<file path="src/rtl/pit_prog_arbiter.sv">
// Purpose: shares the PIT 8-bit I/O slave port between the CPU bus and an internal
//          master that loads {control word, LSB, MSB} into one counter atomically.
// Latency: CPU pass-through is combinational in IDLE; internal grant at G, writes G+1..G+3, prog_ack G+4.
// Backpressure: cpu_waitrequest stalls the CPU in the grant cycle and for the whole internal sequence.
//
// Ports:
//   clk, rst_n                       clock, async active-low reset
//   cpu_address/read/write/writedata CPU I/O access (offset 0-3 = 40h-43h, 5 = 61h)
//   cpu_readdata, cpu_waitrequest    read data (straight from PIT), stall
//   prog_req/channel/mode/divisor    internal programming request (level, held until ack)
//   prog_ack, prog_err, prog_busy    completion pulse, illegal-channel flag, sequence active
//   pit_address/read/write/writedata PIT slave port drive
//   pit_readdata                     PIT read data (registered inside the PIT)
module pit_prog_arbiter #(
   parameter int STARVE_LIMIT = 4
) (
   input  logic        clk,
   input  logic        rst_n,
   input  logic [2:0]  cpu_address,
   input  logic        cpu_read,
   input  logic        cpu_write,
   input  logic [7:0]  cpu_writedata,
   output logic [7:0]  cpu_readdata,
   output logic        cpu_waitrequest,
   input  logic        prog_req,
   input  logic [1:0]  prog_channel,
   input  logic [2:0]  prog_mode,
   input  logic [15:0] prog_divisor,
   output logic        prog_ack,
   output logic        prog_err,
   output logic        prog_busy,
   output logic [2:0]  pit_address,
   output logic        pit_read,
   output logic        pit_write,
   output logic [7:0]  pit_writedata,
   input  logic [7:0]  pit_readdata
);

   localparam int SW = (STARVE_LIMIT < 1) ? 1 : $clog2(STARVE_LIMIT + 1);
   localparam logic [SW-1:0] STARVE_MAX = SW'(STARVE_LIMIT);

   typedef enum logic [2:0] {
      S_IDLE,
      S_CTRL,
      S_LSB,
      S_MSB,
      S_DONE
   } state_t;

   state_t          state, state_nxt;
   logic [1:0]      cap_channel;
   logic [2:0]      cap_mode;
   logic [15:0]     cap_divisor;
   logic [SW-1:0]   starve_cnt;
   logic [2:0][1:0] rw;
   logic [2:0]      msb_pending;

   logic cpu_access;
   logic chan_pending;
   logic grant;
   logic cpu_wr_eff;

   assign cpu_access   = cpu_read | cpu_write;
   assign cpu_readdata = pit_readdata;
   assign prog_busy    = (state != S_IDLE);

   // Channel 3 has no shadow; it is never blocked and completes with prog_err.
   always_comb begin
      chan_pending = 1'b0;
      case (prog_channel)
         2'd0:    chan_pending = msb_pending[0];
         2'd1:    chan_pending = msb_pending[1];
         2'd2:    chan_pending = msb_pending[2];
         default: chan_pending = 1'b0;
      endcase
   end

   // A half-finished CPU two-byte load blocks the grant even when starved.
   assign grant = rst_n && (state == S_IDLE) && prog_req && !chan_pending &&
                  (!cpu_access || (starve_cnt == STARVE_MAX));

   // A CPU write counts for the shadow only if it actually reaches the PIT.
   assign cpu_wr_eff = rst_n && (state == S_IDLE) && !grant && cpu_write;

   // Next state and outputs.
   always_comb begin
      state_nxt       = state;
      cpu_waitrequest = 1'b1;
      prog_ack        = 1'b0;
      prog_err        = 1'b0;
      pit_address     = 3'd0;
      pit_read        = 1'b0;
      pit_write       = 1'b0;
      pit_writedata   = 8'd0;
      case (state)
         S_IDLE: begin
            cpu_waitrequest = grant;
            // Outputs sit at zero while reset is held, whatever the CPU drives.
            if (rst_n) begin
               pit_address   = cpu_address;
               pit_writedata = cpu_writedata;
               pit_read      = cpu_read & ~grant;
               pit_write     = cpu_write & ~grant;
            end
            if (grant) begin
               state_nxt = (prog_channel == 2'd3) ? S_DONE : S_CTRL;
            end
         end
         S_CTRL: begin
            // Binary count, RW = LSB then MSB.
            pit_write     = 1'b1;
            pit_address   = 3'd3;
            pit_writedata = {cap_channel, 2'b11, cap_mode, 1'b0};
            state_nxt     = S_LSB;
         end
         S_LSB: begin
            pit_write     = 1'b1;
            pit_address   = {1'b0, cap_channel};
            pit_writedata = cap_divisor[7:0];
            state_nxt     = S_MSB;
         end
         S_MSB: begin
            pit_write     = 1'b1;
            pit_address   = {1'b0, cap_channel};
            pit_writedata = cap_divisor[15:8];
            state_nxt     = S_DONE;
         end
         S_DONE: begin
            prog_ack  = 1'b1;
            prog_err  = (cap_channel == 2'd3);
            state_nxt = S_IDLE;
         end
         default: begin
            state_nxt = S_IDLE;
         end
      endcase
   end

   always_ff @(posedge clk or negedge rst_n) begin
      if (!rst_n) begin
         state       <= S_IDLE;
         cap_channel <= 2'd0;
         cap_mode    <= 3'd0;
         cap_divisor <= 16'd0;
         starve_cnt  <= '0;
      end else begin
         state <= state_nxt;
         if (grant) begin
            cap_channel <= prog_channel;
            cap_mode    <= prog_mode;
            cap_divisor <= prog_divisor;
         end
         // Counts cycles a pending request loses to the CPU; saturates so the
         // forced grant stays armed until it is actually taken.
         if (state == S_IDLE) begin
            if (!prog_req || grant) begin
               starve_cnt <= '0;
            end else if (cpu_access && (starve_cnt != STARVE_MAX)) begin
               starve_cnt <= starve_cnt + 1'b1;
            end
         end
      end
   end

   // Shadow of the 8254 RW field and LSB/MSB flip-flop per counter.
   always_ff @(posedge clk or negedge rst_n) begin
      if (!rst_n) begin
         rw          <= '0;
         msb_pending <= '0;
      end else begin
         for (int c = 0; c < 3; c++) begin
            if (cpu_wr_eff && (cpu_address == 3'd3) &&
                (cpu_writedata[7:6] == 2'(c)) && (cpu_writedata[5:4] != 2'd0)) begin
               rw[c]          <= cpu_writedata[5:4];
               msb_pending[c] <= 1'b0;
            end else if (cpu_wr_eff && (cpu_address == 3'(c)) && (rw[c] == 2'd3)) begin
               msb_pending[c] <= ~msb_pending[c];
            end
            // The internal sequence leaves the counter in LSB/MSB mode, fully loaded.
            if ((state == S_MSB) && (cap_channel == 2'(c))) begin
               rw[c]          <= 2'd3;
               msb_pending[c] <= 1'b0;
            end
         end
      end
   end

endmodule

</file>
<file path="config.mk">
export PLATFORM = sky130hd
export DESIGN_NAME = pit_prog_arbiter
export DESIGN_NICKNAME = d
export VERILOG_FILES = /design/src/rtl/pit_prog_arbiter.sv
export SDC_FILE = /design/constraint.sdc
export NUM_CORES = 1
export LEC_CHECK = 0
export BUFFER_PORTS_ARGS = -buffer_cell sky130_fd_sc_hd__buf_2
export CORE_ASPECT_RATIO = 0.9
export CORE_UTILIZATION = 45
export CTS_CLUSTER_SIZE = 28
export DETAILED_ROUTE_END_ITERATION = 6
export GPL_TIMING_DRIVEN = 1
export HOLD_SLACK_MARGIN = 0.12
export PLACE_DENSITY = 0.79
export SLEW_MARGIN = 20
export SYNTH_ARGS = -nofsm -noshare
export SYNTH_HDL_FRONTEND = slang
export SYNTH_SLANG_ARGS = --single-unit
</file>
<file path="constraint.sdc">
create_clock -name clk -period 2.3 [get_ports clk]
set_clock_uncertainty 0.15 [all_clocks]
set_input_delay 0.46 -clock clk [delete_from_list [all_inputs] [get_ports clk]]
set_output_delay 0.46 -clock clk [all_outputs]
set_load 0.005 [all_outputs]
</file>
== Word level (Yosys, flattened, before mapping) ==
Index checks and enable logic that the tools add are counted.
Operators by class
  multiplexer cells: 32
  reduce and logical (&&, ||, !) cells: 46
  bitwise logic cells: 7
  shifts and indexed selects: 0
  divide/modulo/power cells: 0
  equality and inequality tests: 21
  multiply operators: 0
  add/subtract/negate cells: 1
  order comparisons: 0
Operators by type and width (number)
  $pmux 8 s4: 1
  $logic_and 1x1->1: 23
  $eq 2x2->1 const B: 8
  $mux 1: 15
  $mux 3: 5
  $eq 3x2->1 const B: 4
  $mux 2: 6
  $pmux 3 s4: 1
  $reduce_bool 3->1: 4
  $reduce_bool 2->1: 5
  $pmux 3 s3: 1
  $mux 8: 1
  $eq 2x1->1 const B: 3
  $eq 3x1->1 const B: 2
  $eq 3x3->1 const B: 2
  $logic_not 2->1: 3
  $logic_not 3->1: 2
  $logic_not 1->1: 4
  $not 1->1: 4
  $add 3x1->3 const B: 1
  $ne 3x3->1 const B: 1
  $pmux 1 s3: 1
  $reduce_or 3->1: 1
  $and 1x1->1: 2
  other kinds (6): 7
Word-level totals
  register bits: 36
  memories: 0
  input port bits: 45
  bits in latches: 0
  output and inout bits: 25
  memory bits (writable): 0
  ROM bits: 0

== Depth between registers and ports, before layout ==
Gate-level depths: netlist of the first run.
  depth after elaboration: 13
  mapped depth: 8
  depth with buffers taken out: 6

== Worst setup path after synthesis of the first run ==
OpenSTA, ideal clock, no wires.
  kind: flip-flop to output port
  start: reg starve_cnt[0]
  end: out pit_write
  data arrival time: 1674 ps
  slack: 16 ps
  required time: 1690 ps
  cell stages (with the launch flop): 9
  cell sequence: dfrtp_1 > inv_1 > ha_1 > o2bb2ai_1 > o2111a_1 > buf_6 > clkbuf_1 > a21oi_1 > o31a_1
On the way
  word-level cells in the longest chain between the ends: 7
RTL lines
  start, declared: RTL line 54  | logic [SW-1:0] starve_cnt;
  start signal, assigned: RTL line 159  | starve_cnt <= starve_cnt + 1'b1;
  $eq 3x3->1: RTL line 80  | (!cpu_access || (starve_cnt == STARVE_MAX));
  $logic_or 1x1->1: RTL line 80
  $logic_and 1x1->1: RTL line 79  | assign grant = rst_n && (state == S_IDLE) && prog_req && !chan_pending &&
  $not 1->1: RTL line 103  | pit_write = cpu_write & ~grant;
  $and 1x1->1: RTL line 103
  $mux 1: RTL line 99  | if (rst_n) begin
  $pmux 1 s2: RTL line 95  | case (state)
  end, declared: RTL line 34  | output logic pit_write,
No other way between the ends.

== Final worst setup path of the first run ==
  start: reg starve_cnt[1]
  end: out pit_write
Same word-level chain as after synthesis.

==> metrics.txt, run 1 <==
# TYPE chip_impl_metric gauge
chip_impl_metric{name="placed_area",unit="um2"} 2450
chip_impl_metric{name="cts-buffers-inserted",unit=""} 5
chip_impl_metric{name="power_switching_share",unit=""} 0.356
chip_impl_metric{name="fillCellCount",unit=""} 390
chip_impl_metric{name="worst_slew_pin_slew",unit="ps"} 401
chip_impl_metric{name="io-pin-count",unit=""} 70
chip_impl_info{name="synth_top_family_by_area",value="simple AND/OR/NAND/NOR gates"} 1
chip_impl_info{name="critical_path.endpoint_type",value="output port"} 1
chip_impl_metric{name="cts.sinks",unit=""} 36
chip_impl_metric{name="coreArea",unit="um2"} 4460
chip_impl_metric{name="vdd.ir_drop.worst",unit="uV"} 549
chip_impl_metric{name="vias",unit=""} 1831
chip_impl_metric{name="post_synth_mux_area_share",unit=""} 0.158
chip_impl_metric{name="max-clock-path-buffers",unit=""} 2
chip_impl_metric{name="per_cell_via_count_in_the_routed_design",unit=""} 5.53
chip_impl_metric{name="dp_cells",unit=""} 319
chip_impl_metric{name="synth_fa_ha_area_frac",unit=""} 0.0119
chip_impl_metric{name="worst-path-buf-inv",unit=""} 2
chip_impl_metric{name="fin_nets",unit=""} 316
chip_impl_metric{name="timing.final.crit_share",unit=""} 1.01
chip_impl_metric{name="grt_first_pass_wirelength",unit="um"} 8020
chip_impl_metric{name="crit_path_max_incr_delay",unit="ps"} 400
chip_impl_metric{name="total_switching_power",unit="mW"} 1.05
chip_impl_metric{name="groute.usage.overall",unit=""} 0.219
chip_impl_info{name="worst_path_max_delay_cell",value="dfrtp_1"} 1
chip_impl_metric{name="drc",unit=""} 0
chip_impl_info{name="timing.critical_path.from_type",value="register"} 1
chip_impl_metric{name="clock_latency",unit="ps"} 290
chip_impl_metric{name="multi_input_area",unit="um2"} 1110
chip_impl_info{name="synth_area_leaders",value="dfrtp_1, mux2_2, buf_4"} 1
chip_impl_metric{name="grt_max_degree",unit=""} 32
chip_impl_info{name="r2r-start",value="starve_cnt[1]$_DFFE_PN0P_"} 1
chip_impl_metric{name="seq_area_frac_synth",unit=""} 0.428
chip_impl_info{name="synthMostInstantiatedCell",value="dfrtp_1"} 1
chip_impl_metric{name="drtPass1Iterations",unit=""} 4
chip_impl_metric{name="n_antenna_cell",unit=""} 0
chip_impl_metric{name="cts_max_level",unit=""} 2
chip_impl_metric{name="post_synth_inst_count",unit=""} 209
chip_impl_info{name="cp-startpoint",value="starve_cnt[1]$_DFFE_PN0P_"} 1
chip_impl_metric{name="synth_simple_gate_area_frac",unit=""} 0.177
chip_impl_info{name="cts_tree",value="yes"} 1
chip_impl_metric{name="place_hpwl",unit="um"} 3670
chip_impl_metric{name="port-buffer-count",unit=""} 53
chip_impl_metric{name="fp.dieArea",unit="um2"} 4950
chip_impl_metric{name="wl_per_cell",unit="um"} 15.0
chip_impl_metric{name="share_clk_of_total_power",unit=""} 0.166
chip_impl_metric{name="power_density_over_the_cells",unit="nW/um2"} 1110
chip_impl_info{name="rsz0062_at_grt",value="true"} 1
chip_impl_info{name="library_cell_with_the_largest_summed_area_after_synthesis",value="dfrtp_1"} 1
chip_impl_metric{name="synth.yosys.warnings",unit=""} 0
chip_impl_info{name="run_status",value="finished with violations"} 1
chip_impl_metric{name="report.final.hold_viol_count",unit=""} 0
chip_impl_metric{name="die_h",unit="um"} 66.9
chip_impl_metric{name="p_leak",unit="nW"} 1.18
chip_impl_metric{name="synth_enable_flop_cells",unit=""} 0
chip_impl_info{name="synth_top_cells_by_count",value="dfrtp_1, mux2_2, nand2_1"} 1
chip_impl_metric{name="fp_rows",unit=""} 23
chip_impl_info{name="cts_root_buf",value="clkbuf_8"} 1
chip_impl_metric{name="final_design_area_no_fill",unit="um2"} 2660
chip_impl_metric{name="first_global_vias",unit=""} 1739
chip_impl_metric{name="fp.dieW",unit="um"} 74.1
chip_impl_metric{name="rrSetupSlack",unit="ps"} 140
chip_impl_metric{name="cell_variety_after_synth",unit=""} 48
chip_impl_metric{name="layout-drive-gt1-share",unit=""} 0.439
chip_impl_metric{name="fmax",unit="MHz"} 431
chip_impl_metric{name="antenna_left",unit=""} 0
chip_impl_metric{name="synth_top_cell_area_share",unit=""} 0.428
chip_impl_metric{name="ys_ff_latch",unit=""} 36
chip_impl_metric{name="post_synth_xor_area_fraction",unit=""} 0
chip_impl_metric{name="post_synthesis_compound_gate_area_fraction",unit=""} 0.155
chip_impl_info{name="violations",value="negative setup slack"} 1
chip_impl_metric{name="synth_async_sr_flop_share",unit=""} 1.00
chip_impl_metric{name="timing_max_transition_violations_final",unit=""} 0
chip_impl_metric{name="power.share.sequential",unit=""} 0.368
chip_impl_metric{name="grt-ovfl-total",unit=""} 0
chip_impl_metric{name="iter_0_drt_violations",unit=""} 93
chip_impl_info{name="ys.flop_type",value="dfrtp_1"} 1
chip_impl_metric{name="setup_viol",unit=""} 1
chip_impl_metric{name="syn-num-nets",unit=""} 256
chip_impl_info{name="timing.setup.critical_path_class",value="reg -> out"} 1
chip_impl_info{name="timing.hold.worst.class",value="in -> async"} 1
chip_impl_metric{name="initial_standard_cell_utilization_of_the_core",unit=""} 0.472
chip_impl_metric{name="synthesis.area",unit="um2"} 2100
chip_impl_metric{name="worstPathArrival",unit="ps"} 1710
chip_impl_metric{name="internal_power",unit="mW"} 1.90
chip_impl_metric{name="max_slew_margin",unit=""} 0.733
chip_impl_metric{name="final_period_minus_worst_setup_slack",unit="ps"} 2320
chip_impl_metric{name="area_growth_syn_to_layout",unit="%"} 26.2
chip_impl_metric{name="maximum_fanout_encountered_on_the_critical_timing_path",unit=""} 3
chip_impl_metric{name="grt_antenna_before_repair",unit=""} 0
chip_impl_metric{name="slack_of_the_critical_path",unit="ps"} -18.6
chip_impl_metric{name="clkTransAtPathRegs",unit="ps"} 70
chip_impl_metric{name="power.share.combinational",unit=""} 0.466
chip_impl_metric{name="instances_no_fill",unit=""} 331
chip_impl_info{name="critical_path.top_delay_family",value="compound AO/OA/AOI/OAI gates"} 1
chip_impl_metric{name="drv_cap",unit=""} 0
chip_impl_metric{name="syn-mean-instance-area",unit="um2"} 10.1
chip_impl_metric{name="worstPathRequired",unit="ps"} 1690
chip_impl_metric{name="finalWeightedCongestion",unit=""} 0.865
chip_impl_metric{name="regArea",unit="um2"} 902
chip_impl_metric{name="postRouteWirelength",unit="um"} 4950
chip_impl_info{name="crit_chain",value="inv_2 -> ha_4 -> o2bb2ai_4 -> o2111a_2 -> a21oi_2 -> o31a_1 -> buf_2"} 1
==> path summary, 6_finish.rpt <==
path                                               to  cells after the start
setup reg to reg           msb_pending[2]$_DFFE_PN0P_                      8
hold reg to reg                     rw[2]$_DFFE_PN0P_                      1
setup / recovery                            pit_write                      7
max in group asynchronous           rw[4]$_DFFE_PN0P_                      3
hold / removal                   state[2]$_DFFE_PN0P_                      2
min in group clk           cap_divisor[2]$_DFFE_PN0P_                      2
==> cell usage in the layout (no fill, tap or decap), types with 6 or more instances in the layout <==
cell type  instances
buf_2             53
dfrtp_1           35
mux2_2            25
nor2_1            14
buf_4             14
nand2_1           13
o21ai_0           12
clkbuf_8           7
inv_1              6
a22oi_1            6
nor3_1             6
==> worst register-to-register path, cell delays in order (launching register included) <==
cell       delay, ps
dfrtp_1          370
inv_2             60
ha_4             170
o2bb2ai_4        120
o2111a_2         160
buf_4            150
buf_4            170
or4_1            500
a211oi_1         230
==> cell families (layout without fill, tap and decap cells) <==
logic type	Yosys count	after routing
flip-flops	36	36
adder cells (fa/ha/maj)	2	2
buffers and inverters	27	87
multiplexers	30	30
AND/OR/NAND/NOR	68	68
AO/OA/AOI/OAI	46	46
==> metrics by stage <==
step / setup TNS (ps) / total power, mW / setup slack [ps] / utilization / hold WS, ps
after floorplan: 0 / 1.87 / 15.5 / - / 14.4
after global placement: 0 / 2.29 / 118 / 0.548 / 333
after detailed placement: 0 / 2.33 / 92.0 / 0.548 / 334
after CTS: 0 / 2.91 / 2.50 / 0.588 / 169
after global routing: -149 / 3.17 / -90.0 / 0.595 / 188
final: -18.6 / 2.96 / -18.6 / 0.595 / 162
==> state kept, by name (all words and copies together), names as in the netlist <==
register and count:
cap_channel 2, cap_divisor 16, cap_mode 3, msb_pending 3
rw 6, starve_cnt 3, state 3
==> cell type report <==
class | count | share of cell area
Timing Repair Buffer | 72 | 0.165
Tap cell | 62 | 0.0292
Inverter | 8 | 0.0113
Sequential cell | 36 | 0.340
Multi-Input combinational cell | 146 | 0.418
Clock buffer | 7 | 0.0363
==> power by group through the flow <==
stage / Clock (mW) / Sequential (mW) / Combinational, mW
detailed placement: 0 / 1.09 / 1.24
CTS: 0.495 / 1.08 / 1.33
global route: 0.527 / 1.12 / 1.52
floorplan: 0 / 1.02 / 0.852
finish: 0.489 / 1.09 / 1.38
global placement: 0 / 1.07 / 1.22
==> metal layers <==
layer | GRT usage | share of wire
met5 | 0 | 0
met4 | 0.0745 | 0.011
met3 | 0.0635 | 0.067
met2 | 0.340 | 0.44
met1 | 0.290 | 0.48
==> repair_timing <==
| item | in CTS | in global routing |
|---|---|---|
| buffers inserted | 4 | 0 |
| hold buffers | 1 | 0 |
| setup endpoints to repair | 10 | 9 |
| gates resized for setup | 10 | 11 |
| pin swaps | 1 | 2 |
| hold endpoints to repair | 5 | 0 |
(Power assumes the default switching activity.)
==> run 2: changes to the inputs <==
- PLACE_DENSITY: 0.79 -> 0.75
==> metrics.txt, run 2 (same netlist as run 1, synthesis figures left out) <==
# TYPE chip_impl_metric gauge
chip_impl_metric{name="first_global_vias",unit=""} 1806
chip_impl_metric{name="power_density_over_the_cells",unit="nW/um2"} 1130
chip_impl_metric{name="fmax",unit="MHz"} 422
chip_impl_metric{name="final_period_minus_worst_setup_slack",unit="ps"} 2370
chip_impl_metric{name="port-buffer-count",unit=""} 53
chip_impl_metric{name="max_slew_margin",unit=""} 0.721
chip_impl_metric{name="fp_rows",unit=""} 23
chip_impl_metric{name="regArea",unit="um2"} 902
chip_impl_metric{name="initial_standard_cell_utilization_of_the_core",unit=""} 0.472
chip_impl_metric{name="power.share.combinational",unit=""} 0.480
chip_impl_metric{name="layout-drive-gt1-share",unit=""} 0.456
chip_impl_info{name="timing.setup.critical_path_class",value="reg -> out"} 1
chip_impl_info{name="min_from",value="prog_mode[0]"} 1
chip_impl_metric{name="worstPathArrival",unit="ps"} 1760
chip_impl_metric{name="clock_latency",unit="ps"} 290
chip_impl_metric{name="p_leak",unit="nW"} 1.25
chip_impl_metric{name="share_clk_of_total_power",unit=""} 0.175
chip_impl_metric{name="postRouteWirelength",unit="um"} 5240
chip_impl_metric{name="worst_slew_pin_slew",unit="ps"} 417
chip_impl_metric{name="fp.dieArea",unit="um2"} 4950
chip_impl_metric{name="multi_input_area",unit="um2"} 1110
chip_impl_metric{name="overall_power",unit="mW"} 3.14
chip_impl_metric{name="fillCellCount",unit=""} 379
chip_impl_metric{name="internal_power",unit="mW"} 2.04
chip_impl_metric{name="worstPathRequired",unit="ps"} 1690
chip_impl_metric{name="max-clock-path-buffers",unit=""} 2
chip_impl_metric{name="cts_max_level",unit=""} 2
chip_impl_metric{name="power.share.sequential",unit=""} 0.345
chip_impl_metric{name="timing_max_transition_violations_final",unit=""} 0
chip_impl_metric{name="place_hpwl",unit="um"} 3670
chip_impl_metric{name="finalWeightedCongestion",unit=""} 0.882
chip_impl_info{name="hold_path_end",value="cap_mode[0]$_DFFE_PN0P_"} 1
chip_impl_metric{name="fp.dieW",unit="um"} 74.1
chip_impl_metric{name="r2r.worst_path.cells",unit=""} 8
chip_impl_metric{name="n_antenna_cell",unit=""} 0
chip_impl_metric{name="grt_antenna_before_repair",unit=""} 0
chip_impl_metric{name="clkTransAtPathRegs",unit="ps"} 70
chip_impl_info{name="mostFrequentLayoutCell",value="buf_2"} 1
chip_impl_metric{name="coreArea",unit="um2"} 4460
chip_impl_metric{name="iter_0_drt_violations",unit=""} 118
chip_impl_metric{name="total_switching_power",unit="mW"} 1.09
chip_impl_metric{name="power_switching_share",unit=""} 0.349
chip_impl_metric{name="groute.usage.overall",unit=""} 0.226
chip_impl_info{name="timing.rr.end",value="msb_pending[2]$_DFFE_PN0P_"} 1
chip_impl_metric{name="grt_max_degree",unit=""} 22
chip_impl_metric{name="per_cell_via_count_in_the_routed_design",unit=""} 5.49
chip_impl_metric{name="die_h",unit="um"} 66.9
chip_impl_metric{name="fin_nets",unit=""} 329
chip_impl_metric{name="setup_viol",unit=""} 1
chip_impl_metric{name="cts.sinks",unit=""} 36
chip_impl_info{name="rsz0062_at_grt",value="true"} 1
chip_impl_info{name="violations",value="negative setup slack"} 1
chip_impl_metric{name="vdd.ir_drop.worst",unit="uV"} 509
chip_impl_metric{name="final_core_utilization",unit=""} 0.620
chip_impl_metric{name="grt-ovfl-total",unit=""} 0
chip_impl_metric{name="drv_cap",unit=""} 0
chip_impl_info{name="r2r-start",value="starve_cnt[1]$_DFFE_PN0P_"} 1
chip_impl_info{name="timing.critical_path.from_type",value="register"} 1
chip_impl_metric{name="cts-buffers-inserted",unit=""} 5
chip_impl_metric{name="largest_reg_flops",unit=""} 16
chip_impl_metric{name="drtPass1Iterations",unit=""} 4
chip_impl_metric{name="timing.final.crit_share",unit=""} 1.03
chip_impl_info{name="largest_registers",value="cap_divisor (16), rw (6)"} 1
chip_impl_metric{name="report.final.hold_viol_count",unit=""} 0
chip_impl_metric{name="maximum_fanout_encountered_on_the_critical_timing_path",unit=""} 4
chip_impl_info{name="largest-register",value="cap_divisor"} 1
chip_impl_metric{name="antenna_left",unit=""} 0
chip_impl_info{name="run_status",value="finished with violations"} 1
chip_impl_metric{name="area_growth_syn_to_layout",unit="%"} 31.6
chip_impl_metric{name="wl_per_cell",unit="um"} 15.2
chip_impl_metric{name="drc",unit=""} 0
chip_impl_info{name="critical_path.endpoint_type",value="output port"} 1
chip_impl_metric{name="slack_of_the_critical_path",unit="ps"} -71.3
chip_impl_info{name="cts_root_buf",value="clkbuf_8"} 1
chip_impl_metric{name="hold-path-cell-count",unit=""} 2
chip_impl_info{name="timing.hold.worst.class",value="in -> reg"} 1
chip_impl_metric{name="io-pin-count",unit=""} 70
chip_impl_metric{name="grt_first_pass_wirelength",unit="um"} 8330
chip_impl_info{name="cts_tree",value="yes"} 1
chip_impl_metric{name="vias",unit=""} 1895
chip_impl_metric{name="rrSetupSlack",unit="ps"} 90
chip_impl_info{name="mostFrequentLayoutCells",value="buf_2, dfrtp_1, mux2_2, buf_4"} 1
-- run 2: cell count changes in the layout (fill, tap and decap cells not counted), sizes merged --
cell / before / now
buf: 71 / 82
bufinv: 0 / 1
clkbuf: 7 / 6
clkinv: 0 / 1
dlygate4sd3: 1 / 3
-- run 2: power groups by stage --
stage	registers, mW	logic (mW)	clock network, mW
2_1_floorplan	1.02	0.852	0
3_3_place_gp	1.07	1.22	0
3_5_place_dp	1.09	1.25	0
4_1_cts	1.08	1.38	0.557
5_1_grt	1.12	1.65	0.588
6_report	1.08	1.51	0.548
-- run 2: per-stage QoR --
step	cell area (um2)	hold WS [ps]	cells	setup slack [ps]	TNS [ps]
detailed placement	2460	318	321	46.8	0
floorplan	2100	14.4	209	15.5	0
global route	2770	244	345	-136	-257
global placement	2460	321	321	89.0	0
finish	2770	245	345	-71.3	-71.3
CTS	2690	242	340	-27.6	-111
-- run 2: how the worst max path moves through the flow --
stage,from,to,slack [ps],cells past startpoint
after global placement,cpu_read,pit_write,90,6
after detailed placement,cpu_read,pit_write,50,6
final,starve_cnt[1]$_DFFE_PN0P_,pit_write,-70,7
after global routing,starve_cnt[0]$_DFFE_PN0P_,pit_write,-140,7
after floorplan,starve_cnt[0]$_DFFE_PN0P_,pit_write,20,8
after CTS,starve_cnt[1]$_DFFE_PN0P_,pit_write,-30,7
-- run 2: area by class of cell --
class                      count  share of cell area
sequential                    36               0.326
inverter                       8              0.0108
multi-input combinational    146               0.401
timing repair buffer          85               0.195
tap                           62              0.0280
clock buffer                   6              0.0262
clock inverter                 2              0.0127
-- run 2: critical path: stages, from the launching register on --
cell       delay, ps
dfrtp_1          400
inv_2             80
ha_4             150
o2bb2ai_4        120
o2111a_2         260
a21oi_1           80
o31a_1           250
buf_2            130
-- run 2: layer usage --
metal | up-vias | track usage | part of all wire
met2 | 65 | 0.360 | 0.46
met4 | 0 | 0.0769 | 0.013
li1 | 909 | - | -
met3 | 6 | 0.0514 | 0.054
met5 | - | 0 | 0
met1 | 915 | 0.300 | 0.47
-- run 2: timing repair --
action,4_1_cts,5_1_grt
buffers inserted,8,5
pin swaps,2,3
gates resized for setup,8,13
endpoints found under the hold margin,36,0
setup endpoints to repair,12,11
hold buffers,3,0
